===== config.mk =====
export PLATFORM = sky130hd
export DESIGN_NAME = ippcrc_crc32_sched
export DESIGN_NICKNAME = d
export VERILOG_FILES = /design/src/rtl/ippcrc_crc32_sched.sv
export SDC_FILE = /design/constraint.sdc
export NUM_CORES = 1
export LEC_CHECK = 0
export CAP_MARGIN = 20
export CELL_PAD_IN_SITES_DETAIL_PLACEMENT = 1
export CELL_PAD_IN_SITES_GLOBAL_PLACEMENT = 2
export CORE_UTILIZATION = 37
export DETAILED_ROUTE_END_ITERATION = 12
export PLACE_DENSITY_LB_ADDON = 0.25
export SLEW_MARGIN = 20
export SYNTH_ARGS = -nofsm -noshare
export SYNTH_HDL_FRONTEND = slang
export SYNTH_SLANG_ARGS = --single-unit
export TNS_END_PERCENT = 30

===== constraint.sdc =====
create_clock -name clk -period 33.4 [get_ports clk]
set_input_delay 6.68 -clock clk [delete_from_list [all_inputs] [get_ports clk]]
set_output_delay 6.68 -clock clk [all_outputs]
set_load 0.1 [all_outputs]

===== src/rtl/ippcrc_crc32_sched.sv =====
// ippcrc_crc32_sched: round-robin scheduler sharing one 120-bit CRC-32 step.
// Optional IPPCRC_SCHED_RESIDUE_CHK_EN adds crc_err (remainder != RESIDUE).
module ippcrc_crc32_sched #(
  parameter int          NCH        = 4,
  parameter int          CHW        = 2,
  parameter logic [31:0] CRC_INIT   = 32'hFFFFFFFF,
  parameter logic [31:0] CRC_XOROUT = 32'hFFFFFFFF
`ifdef IPPCRC_SCHED_RESIDUE_CHK_EN
  ,
  parameter logic [31:0] RESIDUE    = 32'hC704DD7B
`endif
) (
  input  logic               clk,
  input  logic               rst_,
  input  logic [NCH-1:0]     req_vld,
  output logic [NCH-1:0]     req_rdy,
  input  logic [NCH-1:0]     req_sop,
  input  logic [NCH-1:0]     req_eop,
  input  logic [NCH*4-1:0]   req_nbyte,
  input  logic [NCH*120-1:0] req_data,
  output logic               crc_vld,
  output logic [CHW-1:0]     crc_ch,
  output logic [31:0]        crc_val
`ifdef IPPCRC_SCHED_RESIDUE_CHK_EN
  ,
  output logic               crc_err
`endif
);

  localparam logic [31:0] POLY = 32'h04C11DB7;

  typedef enum logic {S_IDLE, S_TAIL} state_t;

  // Context register is MSB-first; data enters bit 0 first.
  function automatic logic [31:0] f_bit(
    input logic [31:0] c,
    input logic        d
  );
    return {c[30:0], 1'b0} ^ ((c[31] ^ d) ? POLY : 32'h0);
  endfunction

  function automatic logic [31:0] f_step120(
    input logic [31:0]  ci,
    input logic [119:0] d
  );
    logic [31:0] c;
    c = ci;
    for (int i = 0; i < 120; i++) c = f_bit(c, d[i]);
    return c;
  endfunction

  function automatic logic [31:0] f_step8(
    input logic [31:0] ci,
    input logic [7:0]  d
  );
    logic [31:0] c;
    c = ci;
    for (int i = 0; i < 8; i++) c = f_bit(c, d[i]);
    return c;
  endfunction

  state_t         r_state;
  state_t         w_nstate;
  logic [31:0]    r_ctx [NCH];
  logic [CHW-1:0] r_ptr;
  logic [119:0]   r_tdat;
  logic [CHW-1:0] r_tch;
  logic [3:0]     r_tcnt;
  logic [31:0]    r_tcrc;

  logic [119:0]   w_dat [NCH];
  logic [3:0]     w_nbs [NCH];
  logic [NCH-1:0] w_gnt;
  logic [CHW-1:0] w_gch;
  logic [CHW-1:0] w_pnxt;
  logic           w_hit;
  logic           w_xfer;
  logic           w_sop;
  logic           w_eop;
  logic [3:0]     w_nb;
  logic           w_full;
  logic [31:0]    w_ci;
  logic [31:0]    w_step;
  logic [31:0]    w_tstep;

  for (genvar gi = 0; gi < NCH; gi++) begin : g_ch
    assign w_dat[gi] = req_data[120*gi +: 120];
    assign w_nbs[gi] = req_nbyte[4*gi +: 4];
  end

  always_comb begin
    logic [CHW:0] w_s;
    w_gnt = '0;
    w_gch = '0;
    w_hit = 1'b0;
    w_s   = '0;
    for (int k = 0; k < NCH; k++) begin
      w_s = {1'b0, r_ptr} + (CHW+1)'(k);
      if (w_s >= (CHW+1)'(NCH)) w_s = w_s - (CHW+1)'(NCH);
      if (!w_hit && req_vld[w_s[CHW-1:0]]) begin
        w_hit = 1'b1;
        w_gch = w_s[CHW-1:0];
      end
    end
    if (w_hit) w_gnt[w_gch] = 1'b1;
  end

  assign req_rdy = (rst_ && r_state == S_IDLE) ? w_gnt : '0;
  assign w_xfer  = |req_rdy;
  assign w_sop   = req_sop[w_gch];
  assign w_eop   = req_eop[w_gch];
  assign w_nb    = w_nbs[w_gch];
  assign w_full  = (w_nb == 4'd0) || (w_nb == 4'd15);
  assign w_ci    = w_sop ? CRC_INIT : r_ctx[w_gch];
  assign w_step  = f_step120(w_ci, w_dat[w_gch]);
  assign w_tstep = f_step8(r_tcrc, r_tdat[7:0]);
  assign w_pnxt  = (w_gch == CHW'(NCH-1)) ? '0 : w_gch + CHW'(1);

  always_comb begin
    w_nstate = r_state;
    unique case (r_state)
      S_IDLE: if (w_xfer && w_eop && !w_full) w_nstate = S_TAIL;
      S_TAIL: if (r_tcnt == 4'd0) w_nstate = S_IDLE;
    endcase
  end

  always_ff @(posedge clk) begin
    if (!rst_) r_state <= S_IDLE;
    else       r_state <= w_nstate;
  end

  always_ff @(posedge clk) begin
    if (!rst_) begin
      for (int i = 0; i < NCH; i++) r_ctx[i] <= CRC_INIT;
      r_ptr   <= '0;
      r_tdat  <= '0;
      r_tch   <= '0;
      r_tcnt  <= '0;
      r_tcrc  <= '0;
      crc_vld <= 1'b0;
      crc_ch  <= '0;
      crc_val <= '0;
`ifdef IPPCRC_SCHED_RESIDUE_CHK_EN
      crc_err <= 1'b0;
`endif
    end else begin
      crc_vld <= 1'b0;
      if (w_xfer) begin
        r_ptr <= w_pnxt;
        if (!w_eop) begin
          r_ctx[w_gch] <= w_step;
        end else if (w_full) begin
          r_ctx[w_gch] <= CRC_INIT;
          crc_vld      <= 1'b1;
          crc_ch       <= w_gch;
          crc_val      <= w_step ^ CRC_XOROUT;
`ifdef IPPCRC_SCHED_RESIDUE_CHK_EN
          crc_err      <= (w_step != RESIDUE);
`endif
        end else begin
          r_tdat <= w_dat[w_gch];
          r_tch  <= w_gch;
          r_tcnt <= w_nb - 4'd1;
          r_tcrc <= w_ci;
        end
      end
      if (r_state == S_TAIL) begin
        r_tdat <= {8'h00, r_tdat[119:8]};
        r_tcrc <= w_tstep;
        r_tcnt <= r_tcnt - 4'd1;
        if (r_tcnt == 4'd0) begin
          r_ctx[r_tch] <= CRC_INIT;
          crc_vld      <= 1'b1;
          crc_ch       <= r_tch;
          crc_val      <= w_tstep ^ CRC_XOROUT;
`ifdef IPPCRC_SCHED_RESIDUE_CHK_EN
          crc_err      <= (w_tstep != RESIDUE);
`endif
        end
      end
    end
  end

endmodule


Yosys cells after proc, flatten, opt, wreduce, memory -nomap -nowiden
Memory sizes are Yosys's and may differ from the RTL's.
Index checks and enable logic that the tools add are counted.
{ "word_totals": {"in_bits": 510, "ff_bits": 196, "elab_cells": 532, "mem_count": 1, "out_inout_bits": 39, "mem_bits_rw": 128} }
{ "memory_table": {"columns": ["name", "words", "width", "rd", "rd_ports_with_merged_regs", "wr", "line", "rtl"], "rows": [
  ["r_ctx", 4, 32, 1, 0, 4, "64", "logic [31:0] r_ctx [NCH];"]
]} }
{ "classes": {"magnitude_cmp": 11, "bitwise": 263, "n_reduce_logical": 22, "muxes": 212, "eq_ne": 3, "n_addsub": 10} }
{ "ops": {"columns": ["cell", "n"], "rows": [
  ["32-bit by 27-bit bitwise XOR with 32-bit output", 128],
  ["27-bit two-way mux", 128],
  ["112-bit two-way mux", 4],
  ["32-bit two-way mux", 13],
  ["120-bit binary-select mux with 2-bit select", 1],
  ["120-bit two-way mux", 2],
  ["1-bit bitwise XOR", 128],
  ["32-bit NOT", 2],
  ["32-bit OR reduction", 2],
  ["2-bit two-way mux", 16],
  ["4-bit two-way mux", 8],
  ["1-bit two-way mux", 31],
  ["2-bit by 3-bit < comparator with 1-bit output, second input constant", 5],
  ["1-bit binary-select mux with 2-bit select", 6],
  ["3-bit >= comparator, second input constant", 4],
  ["4-bit binary-select mux with 2-bit select", 1],
  ["4-bit zero test", 2],
  ["2-bit by 1-bit subtractor with 2-bit output, second input constant", 4],
  ["4-bit by 1-bit subtractor with 4-bit output, second input constant", 2],
  ["1-bit logical AND", 7],
  ["2-bit by 2-bit adder with 3-bit output, second input constant", 2],
  ["3-bit AND reduction", 2],
  ["4-bit equality test, second input constant", 1],
  ["1-bit zero test", 4],
  ["15 further kinds", 18]
]} }

Logic depth before layout (Yosys ltp)
Gate-level depths: netlist of the first run.
{ "logic_depth": {"word_depth": 384, "mapped_depth": 43, "mapped_depth_nobuf": 31} }

Worst setup path before layout of the first run
No wires, ideal clock.
{ "synth_path": {"kind": "input-to-output", "from": "in req_vld[0]", "to": "out req_rdy[2]", "cell_stages": 32, "t_arrival_ps": 15251, "path_buffers": 26, "slack_ps": 11469, "t_required_ps": 26720, "cell_sequence": "and2_1 o211ai_2 buf_4 nand2_4 inv_2 buf_4 buf_2 buf_2 buf_1 clkbuf_1 clkbuf_1 buf_1 clkbuf_1 buf_1 buf_1 clkbuf_1 clkbuf_1 buf_1 clkbuf_1 clkbuf_1 clkbuf_1 buf_1 buf_1 clkbuf_1 buf_1 buf_1 clkbuf_1 clkbuf_1 clkbuf_1 buf_1 ha_1 and2_1"} }
{ "synth_between": {"elab_chain_len": 18, "word_cells_on_any_way": 29, "cone_classes": "order compare: 2; mux: 20; reduce/logical: 7"} }
{ "synth_lines": {"columns": ["item", "line", "rtl"], "rows": [
  ["from (decl)", "15", "input logic [NCH-1:0] req_vld,"],
  ["1-bit binary-select mux with 2-bit select", "100", "if (!w_hit && req_vld[w_s[CHW-1:0]]) begin"],
  ["1-bit two-way mux (implied by the code)", "100", null],
  ["1-bit two-way mux", "100", null],
  ["1-bit zero test", "100", null],
  ["1-bit logical AND", "100", null],
  ["1-bit two-way mux", "100", null],
  ["1-bit zero test", "100", null],
  ["1-bit logical AND", "100", null],
  ["(+3 left out)", null, null],
  ["2-bit two-way mux *", "100", null],
  ["via w_gch[1]", "74", "logic [CHW-1:0] w_gch;"],
  ["2-bit by 3-bit < comparator with 1-bit output (implied by the code) / 2-bit by 1-bit >= comparator with 1-bit output (equally long branches)", "105", "if (w_hit) w_gnt[w_gch] = 1'b1;"],
  ["1-bit logical AND (implied by the code)", "105", null],
  ["1-bit two-way mux (implied by the code)", "105", null],
  ["1-bit demux with 2-bit select *", "105", null],
  ["4-bit two-way mux *", "105", null],
  ["4-bit two-way mux *", "108", "assign req_rdy = (rst_ && r_state == S_IDLE) ? w_gnt : '0;"],
  ["to (decl)", "16", "output logic [NCH-1:0] req_rdy,"]
]} }
The timed path passes the listed nets; every way through them passes the cells marked *. The select of a mux whose other input is x is not followed.

==> impl_metrics.env, run 1 <==
export IMPL_cap_violations=0
export IMPL_yosysSeqAreaShare_pct=23.2
export IMPL_syn_nets=4062
export IMPL_root_buffer="clkbuf_16"
export IMPL_first_pass_iters=5
export IMPL_ys_types=65
export IMPL_synth_top_area_share_pct=19.1
export IMPL_area_growth_syn_to_layout_pct=23.3
export IMPL_crit_type="primary input to register"
export IMPL_hold_depth=2
export IMPL_drt_iter0_drc=2431
export IMPL_ant_nets=0
export IMPL_cts_tree="built"
export IMPL_finalCritPeriodShare_pct=67.4
export IMPL_rsz0062_at_grt="no"
export IMPL_grt_pass1_wl_um=192000
export IMPL_core_sq_mm=0.0899
export IMPL_synth_avg_cell_area_sq_um=9.45
export IMPL_fin_skew_ns=0.0355
export IMPL_synth_seq_cells=324
export IMPL_start_kind="primary input"
export IMPL_antenna_found_initial=1
export IMPL_multi_input_area_sq_mm=0.0247
export IMPL_hpwl_um=100000
export IMPL_initial_core_util_pct=37.3
export IMPL_die_x_um=303
export IMPL_hold_violations=0
export IMPL_period_needed_ns=22.50
export IMPL_portBuffers=548
export IMPL_synth_area_leaders="xnor3_1 19%, xnor2_1 12%, dfxtp_1 12%, edfxtp_1 11%, nand2_1 8.5%"
export IMPL_gp_congestion=0.931
export IMPL_hp_start="r_tdat[118]$_SDFFE_PN0P_"
export IMPL_vias=28400
export IMPL_hp_class="register to register"
export IMPL_post_synth_top_count_cell="nand2_1"
export IMPL_ios=549
export IMPL_grt_pass1_vias=28600
export IMPL_num_nets_final=4456
export IMPL_critical_path_max_stage_delay_ns=0.87
export IMPL_dp_slack_ns=10.38
export IMPL_grt_ovfl_total=0
export IMPL_clk_pin_slew_ns=0.06
export IMPL_htree_levels=2
export IMPL_setup_violations=0
export IMPL_grt_use_met3_pct=3.53
export IMPL_ys_warnings_count=0
export IMPL_grt_max_degree=99
export IMPL_hold_end="r_tdat[118]$_SDFFE_PN0P_"
export IMPL_busiest_layer="met2"
export IMPL_clock_sinks=324
export IMPL_yosys_area_top_type="xnor3_1"
export IMPL_cts_buffers=41
export IMPL_grt_use_met2_pct=46.2
export IMPL_r2r_slack_ns=17.12
export IMPL_die_y_um=303
export IMPL_num_rows=110
export IMPL_regArea_sq_mm=0.00777
export IMPL_rr_endpoint="r_ctx[2][10]$_SDFFCE_PN1P_"
export IMPL_endpoint_kind="register"
export IMPL_clock_latency_ns=0.62
export IMPL_clk_path_buf_depth=3
export IMPL_setup_ws_ns=10.90
export IMPL_hold_slack_ns=0.456
export IMPL_syn_cell_area_sq_mm=0.0335
export IMPL_status="complete, no violations"
export IMPL_worst_ep_arrival_time_ns=22.82
export IMPL_via_per_inst=5.52
export IMPL_ys_top_cells_by_count="762 x nand2_1, 450 x xnor2_1, 285 x xnor3_1"
export IMPL_fmax_mhz=44.4
export IMPL_grtUsageMet1_pct=39.3
export IMPL_critPathSlowestCell="xor2_1"
export IMPL_synth_edf_count=128
export IMPL_grt_use_total_pct=28.1
export IMPL_r2r_start="r_ptr[1]$_SDFFE_PN0N_"
export IMPL_async_flop_share_pct=0
export IMPL_synthCells=3547
export IMPL_slew_viol_final=0
export IMPL_routedWlPerCell_um=25.7
export IMPL_slew_headroom_pct=23.2
export IMPL_n_fill_cell=10100
export IMPL_hold_buffers=0
export IMPL_worstMarginPinSlew_ns=1.15
export IMPL_finalWirelength_um=132000
export IMPL_cts_resized_gates=0
export IMPL_synthFlopType="dfxtp_1"
export IMPL_path_max_fanout=98
export IMPL_drcViolationCount=0
export IMPL_timing_setup_tns_ns=0
export IMPL_drive_gt1_share_pct=6.77
export IMPL_cts_setup_buffers=0
export IMPL_reg2reg_depth=33
export IMPL_die_area_sq_mm=0.0918
export IMPL_worst_endpoint_required_ns=33.72
export IMPL_crit_path_frequent_cell="xnor2_1"
## sequential cells by signal, summed over array words and instances (netlist names)
register and cells:
r_ctx 128, r_tdat 120, crc_val 32, r_tcrc 32, r_tcnt 4, crc_ch 2, r_ptr 2, r_tch 2
crc_vld 1, r_state 1
## how the worst max path moves through the flow
stage                                 endpoint  startpoint  depth (start not counted)  slack [ns]
floorplan                           req_rdy[2]  req_vld[0]                         32       11.47
global placement        r_ctx[3][10]$_DFFE_PP_  req_vld[0]                         34       10.74
detailed placement  r_ctx[2][16]$_SDFFCE_PN1P_  req_vld[1]                         34       10.38
CTS                 r_ctx[2][10]$_SDFFCE_PN1P_  req_vld[1]                         34       10.90
global route        r_ctx[1][10]$_SDFFCE_PN1P_  req_vld[1]                         34       10.39
finish              r_ctx[2][10]$_SDFFCE_PN1P_  req_vld[1]                         34       10.90
## area by class of cell
cell class / instances / area share [%]
antenna: 1 / 0.00606
clock buffer: 46 / 2.70
clock inverter: 30 / 0.945
inverter: 29 / 0.294
multi-input combinational: 2957 / 59.7
sequential: 324 / 18.8
tap: 1176 / 3.56
timing repair buffer: 588 / 14.0
## cells in the final DEF, fill, tap and decap left out, drive strengths merged, types with 23 or more instances in the layout
master           n
xnor2          503
xnor3          314
and3            70
nor2           267
a221oi         117
buf             41
a31o            23
a31oi           36
a21oi           71
nand3          249
clkdlybuf4s50  547
edfxtp         128
a211oi          49
inv             31
nand2          763
xor3            41
dfxtp          196
xor2           218
a22oi           25
clkbuf          46
nor2b           30
o21ai           59
## through the flow
stage	instances	utilization (%)	instance area [sq um]
final	5151	46.0	41300
after global routing	5150	46.0	41300
after CTS	5149	45.9	41300
after detailed placement	5073	44.3	39800
after global placement	5073	44.3	39800
after floorplan	3547	-	33500
## metal layers
metal  vias to the layer above  routed length (um)
li1                      13000                   -
met1                     14300               58300
met2                      1017               62500
met3                       128                8700
met4                         0                2770
met5                         -                   0
## critical path, delay by kind of cell
family                    cells  cell delay, ns
AOI/OAI and AO/OA             2            0.48
xor gates and xnor gates     24           12.33
buffers and inverters         4            2.19
and+or+nand+nor               4            0.95
## logic make-up after synthesis
kind of cell,synth area share (%)
xor gates and xnor gates,45.1
adders and majority gates,0.187
DFF,23.2
buffers and inverters,3.53
AOI/OAI and AO/OA,10.1
muxes,0.0597
and+or+nand+nor,17.9
Power of run 1 is not shown: default switching activity piles up to over one toggle a cycle in this logic, so the estimate is an artifact.
==> run 2: changes to the inputs <==
Settings changed: CORE_UTILIZATION 37 to 31.
Clock period 33.4 ns to 18.1 ns, I/O delays scaled along.
==> impl_metrics.env, run 2 (synthesized netlist as in run 1, its figures left out) <==
export IMPL_hold_slack_ns=0.460
export IMPL_slew_viol_final=0
export IMPL_final_common_cell="nand2_1"
export IMPL_largest_reg_flops=128
export IMPL_critical_path_max_stage_delay_ns=0.66
export IMPL_reg2reg_depth=35
export IMPL_cap_violations=0
export IMPL_worst_ep_arrival_time_ns=17.43
export IMPL_core_sq_mm=0.107
export IMPL_hpwl_um=106000
export IMPL_cts_resized_gates=0
export IMPL_timing_setup_tns_ns=0
export IMPL_first_pass_iters=5
export IMPL_critPathSlowestCell="xnor2_1"
export IMPL_clk_path_buf_depth=3
export IMPL_fmax_mhz=58.5
export IMPL_die_area_sq_mm=0.109
export IMPL_clk_pin_slew_ns=0.06
export IMPL_antenna_found_initial=4
export IMPL_via_per_inst=5.19
export IMPL_drive_gt1_share_pct=8.13
export IMPL_clock_latency_ns=0.61
export IMPL_num_rows=120
export IMPL_cp_num_buf_inv=7
export IMPL_worst_endpoint_required_ns=18.44
export IMPL_die_y_um=331
export IMPL_portBuffers=548
export IMPL_fin_skew_ns=0.0344
export IMPL_die_x_um=331
export IMPL_cts_buffers=42
export IMPL_drt_iter0_drc=1808
export IMPL_hold_buffers=0
export IMPL_vias=28300
export IMPL_routedWlPerCell_um=24.9
export IMPL_r2r_start="r_ptr[1]$_SDFFE_PN0N_"
export IMPL_root_buffer="clkbuf_16"
export IMPL_rr_endpoint="r_ctx[0][16]$_SDFFCE_PN1P_"
export IMPL_grt_pass1_vias=29100
export IMPL_endpoint_kind="register"
export IMPL_htree_levels=2
export IMPL_area_growth_syn_to_layout_pct=25.5
export IMPL_fin_area_sq_mm=0.0421
export IMPL_status="complete, no violations"
export IMPL_grt_pass1_wl_um=196000
export IMPL_finalWirelength_um=136000
export IMPL_worstMarginPinSlew_ns=1.11
export IMPL_reg_largest_list="r_ctx: 128 flops, r_tdat: 120 flops"
export IMPL_path_max_fanout=50
export IMPL_cp_top_family="XOR/XNOR gates"
export IMPL_drcViolationCount=0
export IMPL_crit_path_frequent_cell="xnor3_1"
export IMPL_clock_sinks=324
export IMPL_grt_ovfl_total=0
export IMPL_grt_max_degree=92
export IMPL_grt_use_total_pct=24.1
export IMPL_diodes=0
export IMPL_rsz0062_at_grt="no"
export IMPL_gp_congestion=0.895
export IMPL_crit_type="primary input to register"
export IMPL_ios=549
export IMPL_setup_violations=0
export IMPL_hold_end="r_tdat[48]$_SDFFE_PN0P_"
export IMPL_r2r_slack_ns=4.07
export IMPL_period_needed_ns=17.09
export IMPL_hold_depth=2
export IMPL_cts_setup_buffers=0
export IMPL_slew_headroom_pct=26.1
export IMPL_hp_start="r_tdat[48]$_SDFFE_PN0P_"
export IMPL_regMostFlops="r_ctx"
export IMPL_num_nets_final=4531
export IMPL_dpl_instance_area_sq_mm=0.0407
export IMPL_start_kind="primary input"
export IMPL_cts_tree="built"
export IMPL_hold_violations=0
export IMPL_ant_nets=0
export IMPL_final_cell_mix="761 x nand2_1, 546 x clkdlybuf4s50_1, 450 x xnor2_1"
export IMPL_hp_class="register to register"
export IMPL_finalCritPeriodShare_pct=94.4
export IMPL_initial_core_util_pct=31.3
-- run 2: worst max-delay path by stage --
stage / startpoint / endpoint / slack, ns / depth (start not counted)
2_1_floorplan: req_vld[0] / req_rdy[2] / 2.29 / 32
3_3_place_gp: req_vld[0] / r_ctx[0][27]$_SDFFCE_PN1P_ / 0.61 / 33
3_5_place_dp: req_vld[0] / r_ctx[0][16]$_SDFFCE_PN1P_ / 0.44 / 37
4_1_cts: req_vld[0] / r_ctx[0][16]$_SDFFCE_PN1P_ / 1.05 / 37
5_1_grt: req_vld[0] / r_ctx[0][16]$_SDFFCE_PN1P_ / 0.49 / 37
6_report: req_vld[0] / r_ctx[0][16]$_SDFFCE_PN1P_ / 1.01 / 37
-- run 2: metrics by stage --
step | util [%] | setup WS, ns | instances
floorplan | - | 2.29 | 3547
global placement | 37.9 | 0.606 | 5375
detailed placement | 37.9 | 0.438 | 5375
CTS | 39.3 | 1.05 | 5452
global route | 39.3 | 0.490 | 5452
finish | 39.3 | 1.01 | 5452
-- run 2: worst min-delay path, stage by stage (launching register included) --
cell,delay [ns]
dfxtp_1,0.31
nand2_1,0.05
a21oi_1,0.05
-- run 2: area by class of cell --
type / count / area (sq um)
fill: 12200 / 65100
sequential: 324 / 7770
clock inverter: 17 / 231
tap: 1403 / 1760
multi-input combinational: 2957 / 24600
inverter: 29 / 121
timing repair buffer: 662 / 6380
clock buffer: 60 / 1190
-- run 2: layer usage --
| metal | up-vias | wire, um | track usage, % |
|---|---|---|---|
| met5 | - | 13 | 0 |
| li1 | 13100 | - | - |
| met4 | 2 | 1950 | 4.12 |
| met1 | 14200 | 61300 | 33.6 |
| met3 | 106 | 7860 | 2.93 |
| met2 | 839 | 64500 | 40.3 |
Power of run 2 is left out for the same reason.
